### src/rtl/mnist_job_sched_if.sv
// ============================================================================
// Module   : mnist_job_sched_if
// Purpose  : Requester, accelerator and result signals of the MNIST job scheduler
// Revision : 1.0
// ============================================================================
`default_nettype none

interface mnist_job_sched_if #(
  parameter int NREQ = 2
);
  logic [NREQ-1:0] req_valid;
  logic [NREQ-1:0] req_ready;
  logic [1:0]      img_sel;
  logic            accel_start;
  logic            accel_done;
  logic [3:0]      accel_digit;
  logic            accel_flush;
  logic            res_valid;
  logic            res_ready;
  logic [3:0]      res_digit;
  logic [1:0]      res_src;
  logic [15:0]     res_cycles;
  logic            res_timeout;
  logic            busy;
  logic [7:0]      timeout_cnt;

  // master: the scheduler itself; slave: requesters, accelerator and result sink
  modport master (
    input  req_valid, accel_done, accel_digit, res_ready,
    output req_ready, img_sel, accel_start, accel_flush, res_valid,
           res_digit, res_src, res_cycles, res_timeout, busy, timeout_cnt
  );
  modport slave (
    output req_valid, accel_done, accel_digit, res_ready,
    input  req_ready, img_sel, accel_start, accel_flush, res_valid,
           res_digit, res_src, res_cycles, res_timeout, busy, timeout_cnt
  );
endinterface

`default_nettype wire

### src/rtl/mnist_job_sched.sv
// ============================================================================
// Module   : mnist_job_sched
// Purpose  : Round-robin job scheduler and watchdog for the shared MNIST core
// Revision : 1.0
// ============================================================================
`default_nettype none

module mnist_job_sched #(
  parameter int NREQ      = 2,
  parameter int TIMEOUT   = 2047,
  parameter int BLANK     = 2,
  parameter int FLUSH_LEN = 4
) (
  input wire                clk,
  input wire                rst,
  mnist_job_sched_if.master bus
);

  localparam int c_BLANK_W = (BLANK < 2) ? 1 : $clog2(BLANK + 1);
  localparam int c_FLUSH_W = (FLUSH_LEN < 2) ? 1 : $clog2(FLUSH_LEN);

  typedef enum logic [2:0] {
    S_IDLE   = 3'd0,
    S_START  = 3'd1,
    S_WAIT   = 3'd2,
    S_CAPT   = 3'd3,
    S_FLUSH  = 3'd4,
    S_RESULT = 3'd5
  } state_t;

  state_t               r_state, w_next;
  logic [1:0]           r_last, r_img_sel, w_win;
  logic                 w_found;
  logic [2:0]           w_cand;
  logic [3:0]           w_req4;
  logic [15:0]          r_cnt;
  logic [c_BLANK_W-1:0] r_blank;
  logic [c_FLUSH_W-1:0] r_flush;
  logic                 r_done_q;
  logic [3:0]           r_res_digit;
  logic [1:0]           r_res_src;
  logic [15:0]          r_res_cycles;
  logic                 r_res_timeout;
  logic [7:0]           r_tcnt;
  logic                 w_edge, w_tmo;
  logic [NREQ-1:0]      w_rdy;

  assign w_req4 = 4'(bus.req_valid);
  assign w_edge = bus.accel_done && !r_done_q && (r_blank == '0);
  assign w_tmo  = (r_cnt == 16'(TIMEOUT));

  // Round-robin: first requester after the previous winner, wrapping at NREQ
  always_comb begin
    w_found = 1'b0;
    w_win   = r_last;
    w_cand  = '0;
    for (int i = 1; i <= NREQ; i++) begin
      w_cand = {1'b0, r_last} + 3'(i);
      if (w_cand >= 3'(NREQ))
        w_cand = w_cand - 3'(NREQ);
      if (!w_found && w_req4[w_cand[1:0]]) begin
        w_found = 1'b1;
        w_win   = w_cand[1:0];
      end
    end
  end

  always_ff @(posedge clk or negedge rst) begin
    if (!rst)
      r_state <= S_IDLE;
    else
      r_state <= w_next;
  end

  always_comb begin
    w_next = r_state;
    w_rdy  = '0;
    case (r_state)
      S_IDLE:   if (w_found) w_next = S_START;
      S_START: begin
        w_next = S_WAIT;
        for (int i = 0; i < NREQ; i++)
          w_rdy[i] = (r_img_sel == 2'(i));
      end
      // A done edge beats a watchdog expiry in the same cycle
      S_WAIT: begin
        if (w_edge)
          w_next = S_CAPT;
        else if (w_tmo)
          w_next = S_FLUSH;
      end
      S_CAPT:   w_next = S_RESULT;
      S_FLUSH:  if (r_flush == '0) w_next = S_RESULT;
      S_RESULT: if (bus.res_ready) w_next = S_IDLE;
      default:  w_next = S_IDLE;
    endcase
  end

  always_ff @(posedge clk or negedge rst) begin
    if (!rst) begin
      r_last        <= 2'(NREQ - 1);
      r_img_sel     <= '0;
      r_cnt         <= '0;
      r_blank       <= '0;
      r_flush       <= '0;
      r_done_q      <= 1'b1;
      r_res_digit   <= '0;
      r_res_src     <= '0;
      r_res_cycles  <= '0;
      r_res_timeout <= 1'b0;
      r_tcnt        <= '0;
    end else begin
      r_done_q <= bus.accel_done;
      case (r_state)
        S_IDLE: begin
          if (w_found) begin
            r_last    <= w_win;
            r_img_sel <= w_win;
          end
        end
        S_START: begin
          r_cnt   <= 16'd1;
          r_blank <= c_BLANK_W'(BLANK);
        end
        S_WAIT: begin
          if (r_cnt != 16'hFFFF)
            r_cnt <= r_cnt + 16'd1;
          if (r_blank != '0)
            r_blank <= r_blank - 1'b1;
          if (w_edge) begin
            r_res_cycles <= r_cnt;
          end else if (w_tmo) begin
            r_res_digit   <= 4'hF;
            r_res_src     <= r_img_sel;
            r_res_cycles  <= 16'(TIMEOUT);
            r_res_timeout <= 1'b1;
            r_flush       <= c_FLUSH_W'(FLUSH_LEN - 1);
            if (r_tcnt != 8'hFF)
              r_tcnt <= r_tcnt + 8'd1;
          end
        end
        // argmax is latched by the core alongside done, so sample a cycle later
        S_CAPT: begin
          r_res_digit   <= bus.accel_digit;
          r_res_src     <= r_img_sel;
          r_res_timeout <= 1'b0;
        end
        S_FLUSH: begin
          if (r_flush != '0)
            r_flush <= r_flush - 1'b1;
        end
        default: ;
      endcase
    end
  end

  assign bus.req_ready   = w_rdy;
  assign bus.img_sel     = r_img_sel;
  assign bus.accel_start = (r_state == S_START);
  assign bus.accel_flush = (r_state == S_FLUSH);
  assign bus.res_valid   = (r_state == S_RESULT);
  assign bus.res_digit   = r_res_digit;
  assign bus.res_src     = r_res_src;
  assign bus.res_cycles  = r_res_cycles;
  assign bus.res_timeout = r_res_timeout;
  assign bus.busy        = (r_state != S_IDLE);
  assign bus.timeout_cnt = r_tcnt;

endmodule

`default_nettype wire

### src/flat_wrapper.sv
// flat-port wrapper written by rule: the top's interface ports become plain ports
module mnist_job_sched_flat 
#(
  parameter int NREQ      = 2,
  parameter int TIMEOUT   = 2047,
  parameter int BLANK     = 2,
  parameter int FLUSH_LEN = 4
)
  (clk, rst, bus_req_valid, bus_accel_done, bus_accel_digit, bus_res_ready, bus_req_ready, bus_img_sel, bus_accel_start, bus_accel_flush, bus_res_valid, bus_res_digit, bus_res_src, bus_res_cycles, bus_res_timeout, bus_busy, bus_timeout_cnt);
  mnist_job_sched_if #(.NREQ(NREQ)) bus_i ();
  input wire clk;
  input wire rst;
  input wire logic [$bits(bus_i.req_valid)-1:0] bus_req_valid;
  input wire logic [$bits(bus_i.accel_done)-1:0] bus_accel_done;
  input wire logic [$bits(bus_i.accel_digit)-1:0] bus_accel_digit;
  input wire logic [$bits(bus_i.res_ready)-1:0] bus_res_ready;
  output wire logic [$bits(bus_i.req_ready)-1:0] bus_req_ready;
  output wire logic [$bits(bus_i.img_sel)-1:0] bus_img_sel;
  output wire logic [$bits(bus_i.accel_start)-1:0] bus_accel_start;
  output wire logic [$bits(bus_i.accel_flush)-1:0] bus_accel_flush;
  output wire logic [$bits(bus_i.res_valid)-1:0] bus_res_valid;
  output wire logic [$bits(bus_i.res_digit)-1:0] bus_res_digit;
  output wire logic [$bits(bus_i.res_src)-1:0] bus_res_src;
  output wire logic [$bits(bus_i.res_cycles)-1:0] bus_res_cycles;
  output wire logic [$bits(bus_i.res_timeout)-1:0] bus_res_timeout;
  output wire logic [$bits(bus_i.busy)-1:0] bus_busy;
  output wire logic [$bits(bus_i.timeout_cnt)-1:0] bus_timeout_cnt;
  assign bus_i.req_valid = bus_req_valid;
  assign bus_i.accel_done = bus_accel_done;
  assign bus_i.accel_digit = bus_accel_digit;
  assign bus_i.res_ready = bus_res_ready;
  assign bus_req_ready = bus_i.req_ready;
  assign bus_img_sel = bus_i.img_sel;
  assign bus_accel_start = bus_i.accel_start;
  assign bus_accel_flush = bus_i.accel_flush;
  assign bus_res_valid = bus_i.res_valid;
  assign bus_res_digit = bus_i.res_digit;
  assign bus_res_src = bus_i.res_src;
  assign bus_res_cycles = bus_i.res_cycles;
  assign bus_res_timeout = bus_i.res_timeout;
  assign bus_busy = bus_i.busy;
  assign bus_timeout_cnt = bus_i.timeout_cnt;
  mnist_job_sched #(.NREQ(NREQ), .TIMEOUT(TIMEOUT), .BLANK(BLANK), .FLUSH_LEN(FLUSH_LEN)) u_core (.clk(clk), .rst(rst), .bus(bus_i));
endmodule
### config.mk
export PLATFORM = sky130hd
export DESIGN_NAME = mnist_job_sched_flat
export DESIGN_NICKNAME = d
export VERILOG_FILES = /design/src/rtl/mnist_job_sched_if.sv /design/src/rtl/mnist_job_sched.sv /design/src/flat_wrapper.sv
export SDC_FILE = /design/constraint.sdc
export NUM_CORES = 1
export LEC_CHECK = 0
export ABC_AREA = 0
export BUFFER_PORTS_ARGS = -buffer_cell sky130_fd_sc_hd__buf_4
export CORE_MARGIN = 10
export CORE_UTILIZATION = 50
export DETAILED_ROUTE_END_ITERATION = 12
export PLACE_DENSITY = 0.87
export SYNTH_ARGS = -nofsm -noshare
export SYNTH_HDL_FRONTEND = slang
export SYNTH_SLANG_ARGS = --single-unit
### constraint.sdc
create_clock -name clk -period 2.2 [get_ports clk]
set_clock_uncertainty 0.2 [all_clocks]
set_input_delay 0.33 -clock clk [delete_from_list [all_inputs] [get_ports clk]]
set_output_delay 0.33 -clock clk [all_outputs]
set_load 0.01 [all_outputs]
==> impl_summary.md <==
Yosys
The most used flip-flop cell after synthesis is sky130_fd_sc_hd__dfrtp_1. Yosys printed 0 warnings. By area the synthesized netlist is led by sky130_fd_sc_hd__dfrtp_1 (51%), sky130_fd_sc_hd__o22a_1 (4.5%), sky130_fd_sc_hd__o21ai_0 (3.3%), sky130_fd_sc_hd__nand2_1 (3.1%), sky130_fd_sc_hd__nor2_1 (2.5%). The synthesized flop and latch total is 58. The top cell type by total area after synthesis is sky130_fd_sc_hd__dfrtp_1. The synthesized netlist cell count is 260.

A synthesized cell averages 10.6 um^2. The post-synthesis net count is 274. The mapped cell area is 2760 um^2. After synthesis, the largest area contributor takes up 50.9% of total cell area. The number of unique standard cell types used by synthesis is 47. Counting flops with an async set or reset pin after synthesis yields a share of 100%.

sky130_fd_sc_hd__dfrtp_1 is the most common cell in the netlist. Of the synthesized area, sequential elements account for 52.8%. In the synthesized netlist, the cells that appear most often are sky130_fd_sc_hd__dfrtp_1 (56), sky130_fd_sc_hd__nand2_1 (23), sky130_fd_sc_hd__nor2_1 (18), sky130_fd_sc_hd__o21ai_0 (18), sky130_fd_sc_hd__o22a_1 (14).

The number of flops mapped to enable cells by yosys is 0.

Clock network
The register clock-pin slew on the reported worst setup and hold paths is 60 ps. The clock passes through at most 2 buffers. In this run, CTS created clock tree buffers numbering 9. The library cell used as clock root buffer is sky130_fd_sc_hd__clkbuf_8.

The clock latency at the later pin of the worst-skew pair is 340 ps. TritonCTS built the clock tree. The CTS sink count is 58. The clock tree synthesis step divided the H-tree into 3 levels.

STA
The highest clock frequency the design can meet is 465 MHz. The number of max-slew violations in the final report is 0. Setup repair after global routing left no endpoint under its margin. The worst-margin pin slew is 714 ps.

In the finished design, the share of the clock period the worst path needs comes to 97.7%. The relative max-transition margin is 52.4%. The hold slack is 111 ps. The minimum clock period after layout is 2150 ps. Setup violations remaining at the end of the flow were counted as 0. After layout, the worst setup slack is 51.0 ps. The final sum of negative setup slack is 0 ps. The final hold violation count is 0.

Final layout
The area added between synthesis and finish is 31.9%. The fill cell total of the finished layout is 360. The total inserted antenna cells is 0. The post-route core utilization is 69.4%. The final-stage net count is 351.

The layout cell share with drive strength beyond 1 is 31.3%.

Route
In the final routed layout, each cell accounts on average for 17.1 um. The routed via count is 2,352. The residual DRC count is 0. The count of nets left with antenna violations once routing finished came out at 0. The via count normalized by instance count is 5.71. The number of iterations in the first detailed-routing pass is 4. The initial detailed-routing violation count is 193. The routed design has 7030 um of wire.

Placed design
The count of buffers added on input and output ports is 48. The worst setup timing slack at the placement stage is 49.0 ps. Routability-driven placement finished with a final weighted congestion of 0.928.

The half-perimeter wire length after placement is 4850 um.

Die
The die is 94.2 um wide. The die covers 8880 um^2. Once the floorplan was initialized, standard cells occupied 52.6% of the core. The count of boundary I/O pins is 49. The initialized floorplan defines 26 standard-cell rows. The core region is 5240 um^2. The floorplan step set the die height to 94.2 um.

Hold path
The worst hold path depth is 2. The end point of the worst hold path is u_core.bus.img_sel[0]. The startpoint of the worst hold path is bus_req_valid[1].

The type of the tightest min-delay check is primary input to register.

Power and ir drop
The largest voltage drop on the vdd net is 0.773 mV. The power per unit of standard cell area is 1080 nW/um^2. Power comes to 3.93 mW. The standby leakage power is 1.74 nW.

Worst setup path
STA classifies the critical path endpoint as an output port. The kind of launch point of the worst setup path is a register. In this run the critical register-to-register path is launched from u_core.r_cnt[1]. The setup slack on the worst flop-to-flop path is 70 ps. The top fanout value on the critical path is 8. The reg-to-reg critical path endpoint is u_core.bus.res_src[0]. STA puts the critical path data arrival time at 1620 ps.

The critical path is of the register to output port type. The depth of the worst register-to-register path is 6. Data on the critical path is required at its endpoint by 1670 ps.

Global route
The total routing usage reported by global routing is 16.3%. The number of antenna violations at the first check in global routing is 0. The wire length of the first global-routing pass is 11,500 um. The total overflow left after global routing is 0. The via count of the first global-routing pass is 2,352. Entering global routing, the biggest net connects 59 pins.

Job
The tool flagged a number of max-cap violations equal to 0.

Status
The run finished with clean final reports.
kinds of logic after synthesis:
| family | after synthesis | synth area share [%] |
|---|---|---|
| compound gates | 69 | 17.6 |
| xor+xnor | 7 | 2.23 |
| fa+ha+maj | 4 | 1.82 |
| buf+inv | 20 | 3.32 |
| flops | 58 | 52.8 |
| mux | 4 | 1.86 |
| simple gates | 98 | 20.4 |
where the power goes:
part | leakage, nW | internal (mW) | switching (mW) | total, mW
clock | 0.107 | 0.615 | 0.397 | 1.01
combinational | 0.875 | 0.695 | 0.766 | 1.46
sequential | 0.762 | 1.29 | 0.168 | 1.46
total | 1.74 | 2.60 | 1.33 | 3.93
flip-flops by register name, indices dropped and copies added (netlist names):
| name | count |
|---|---|
| u_core.bus.res_timeout | 1 |
| u_core.r_flush | 2 |
| u_core.r_last | 1 |
| u_core.r_blank | 2 |
| u_core.r_state | 3 |
| u_core.r_cnt | 16 |
| u_core.bus.img_sel | 2 |
| u_core.bus.timeout_cnt | 8 |
| u_core.bus.res_cycles | 16 |
| u_core.bus.res_src | 2 |
| u_core.r_done_q | 1 |
| u_core.bus.res_digit | 4 |
metrics by stage:
| stage | instance area, um^2 | std cells |
|---|---|---|
| 2_1_floorplan | 2760 | 260 |
| 3_3_place_gp | 3290 | 386 |
| 3_5_place_dp | 3290 | 386 |
| 4_1_cts | 3560 | 408 |
| 5_1_grt | 3630 | 412 |
| 6_report | 3630 | 412 |
area by class of cell:
cell class	count	area (um^2)	area share [%]
clock buffer	14	173	4.75
sequential	58	1450	40.0
multi-input combinational	182	1250	34.5
clock inverter	2	35.0	0.964
inverter	8	30.0	0.826
timing repair buffer	78	601	16.5
tap	70	87.6	2.41
critical path: stages (launching register included):
cell and delay [ps]:
sky130_fd_sc_hd__dfrtp_1 400, sky130_fd_sc_hd__buf_4 170, sky130_fd_sc_hd__nor2_1 110, sky130_fd_sc_hd__nand2_1 100, sky130_fd_sc_hd__buf_4 170, sky130_fd_sc_hd__nor3b_2 180, sky130_fd_sc_hd__buf_4 140
layer usage:
| metal | routed length (um) | vias up | track usage, % | part of all wire [%] |
|---|---|---|---|---|
| li1 | - | 1107 | - | - |
| met4 | 145 | 0 | 6.84 | 2.1 |
| met1 | 2950 | 1151 | 19.1 | 42 |
| met3 | 459 | 19 | 4.88 | 6.5 |
| met2 | 3470 | 75 | 26.9 | 49 |
| met5 | 0 | - | 0 | 0 |
repair_timing:
action	CTS	global route
endpoints found under the hold margin	61	0
hold buffers	6	0
buffers inserted	0	4
setup endpoints to repair	0	37
resized for setup	0	11
layout by cell type (no fill, tap or decap), types with 4 or more instances in the layout:
master / Yosys / routed
sky130_fd_sc_hd__nand4_1: 6 / 6
sky130_fd_sc_hd__a21oi_1: 9 / 9
sky130_fd_sc_hd__clkbuf_8: 0 / 12
sky130_fd_sc_hd__buf_4: 3 / 72
sky130_fd_sc_hd__o21ai_0: 18 / 16
sky130_fd_sc_hd__ha_1: 4 / 4
sky130_fd_sc_hd__a21o_1: 4 / 4
sky130_fd_sc_hd__nand3_1: 6 / 6
sky130_fd_sc_hd__nor2_1: 18 / 18
sky130_fd_sc_hd__a31oi_1: 6 / 6
sky130_fd_sc_hd__inv_1: 8 / 8
sky130_fd_sc_hd__xnor2_1: 6 / 6
sky130_fd_sc_hd__and3_1: 8 / 6
sky130_fd_sc_hd__dfrtp_1: 56 / 56
sky130_fd_sc_hd__nor3b_1: 5 / 4
sky130_fd_sc_hd__a22o_1: 6 / 6
sky130_fd_sc_hd__nor3_1: 9 / 6
sky130_fd_sc_hd__dlygate4sd3_1: 0 / 6
sky130_fd_sc_hd__nand2_1: 23 / 23
sky130_fd_sc_hd__o22a_1: 14 / 14
sky130_fd_sc_hd__nand2b_1: 4 / 4
how the worst max path moves through the flow:
stage / start / to / slack [ps]
after floorplan: u_core.r_cnt[0] / u_core.bus.res_src[0] / 30
after global placement: u_core.r_cnt[1] / u_core.bus.res_cycles[7] / 40
after detailed placement: u_core.r_cnt[1] / u_core.bus.res_src[0] / 50
after CTS: u_core.r_cnt[1] / u_core.bus.res_cycles[7] / 2
after global routing: u_core.r_cnt[1] / u_core.r_cnt[6] / 3
final: u_core.r_state[2] / bus_req_ready[1] / 50
Power figures use the tool's default switching activity.
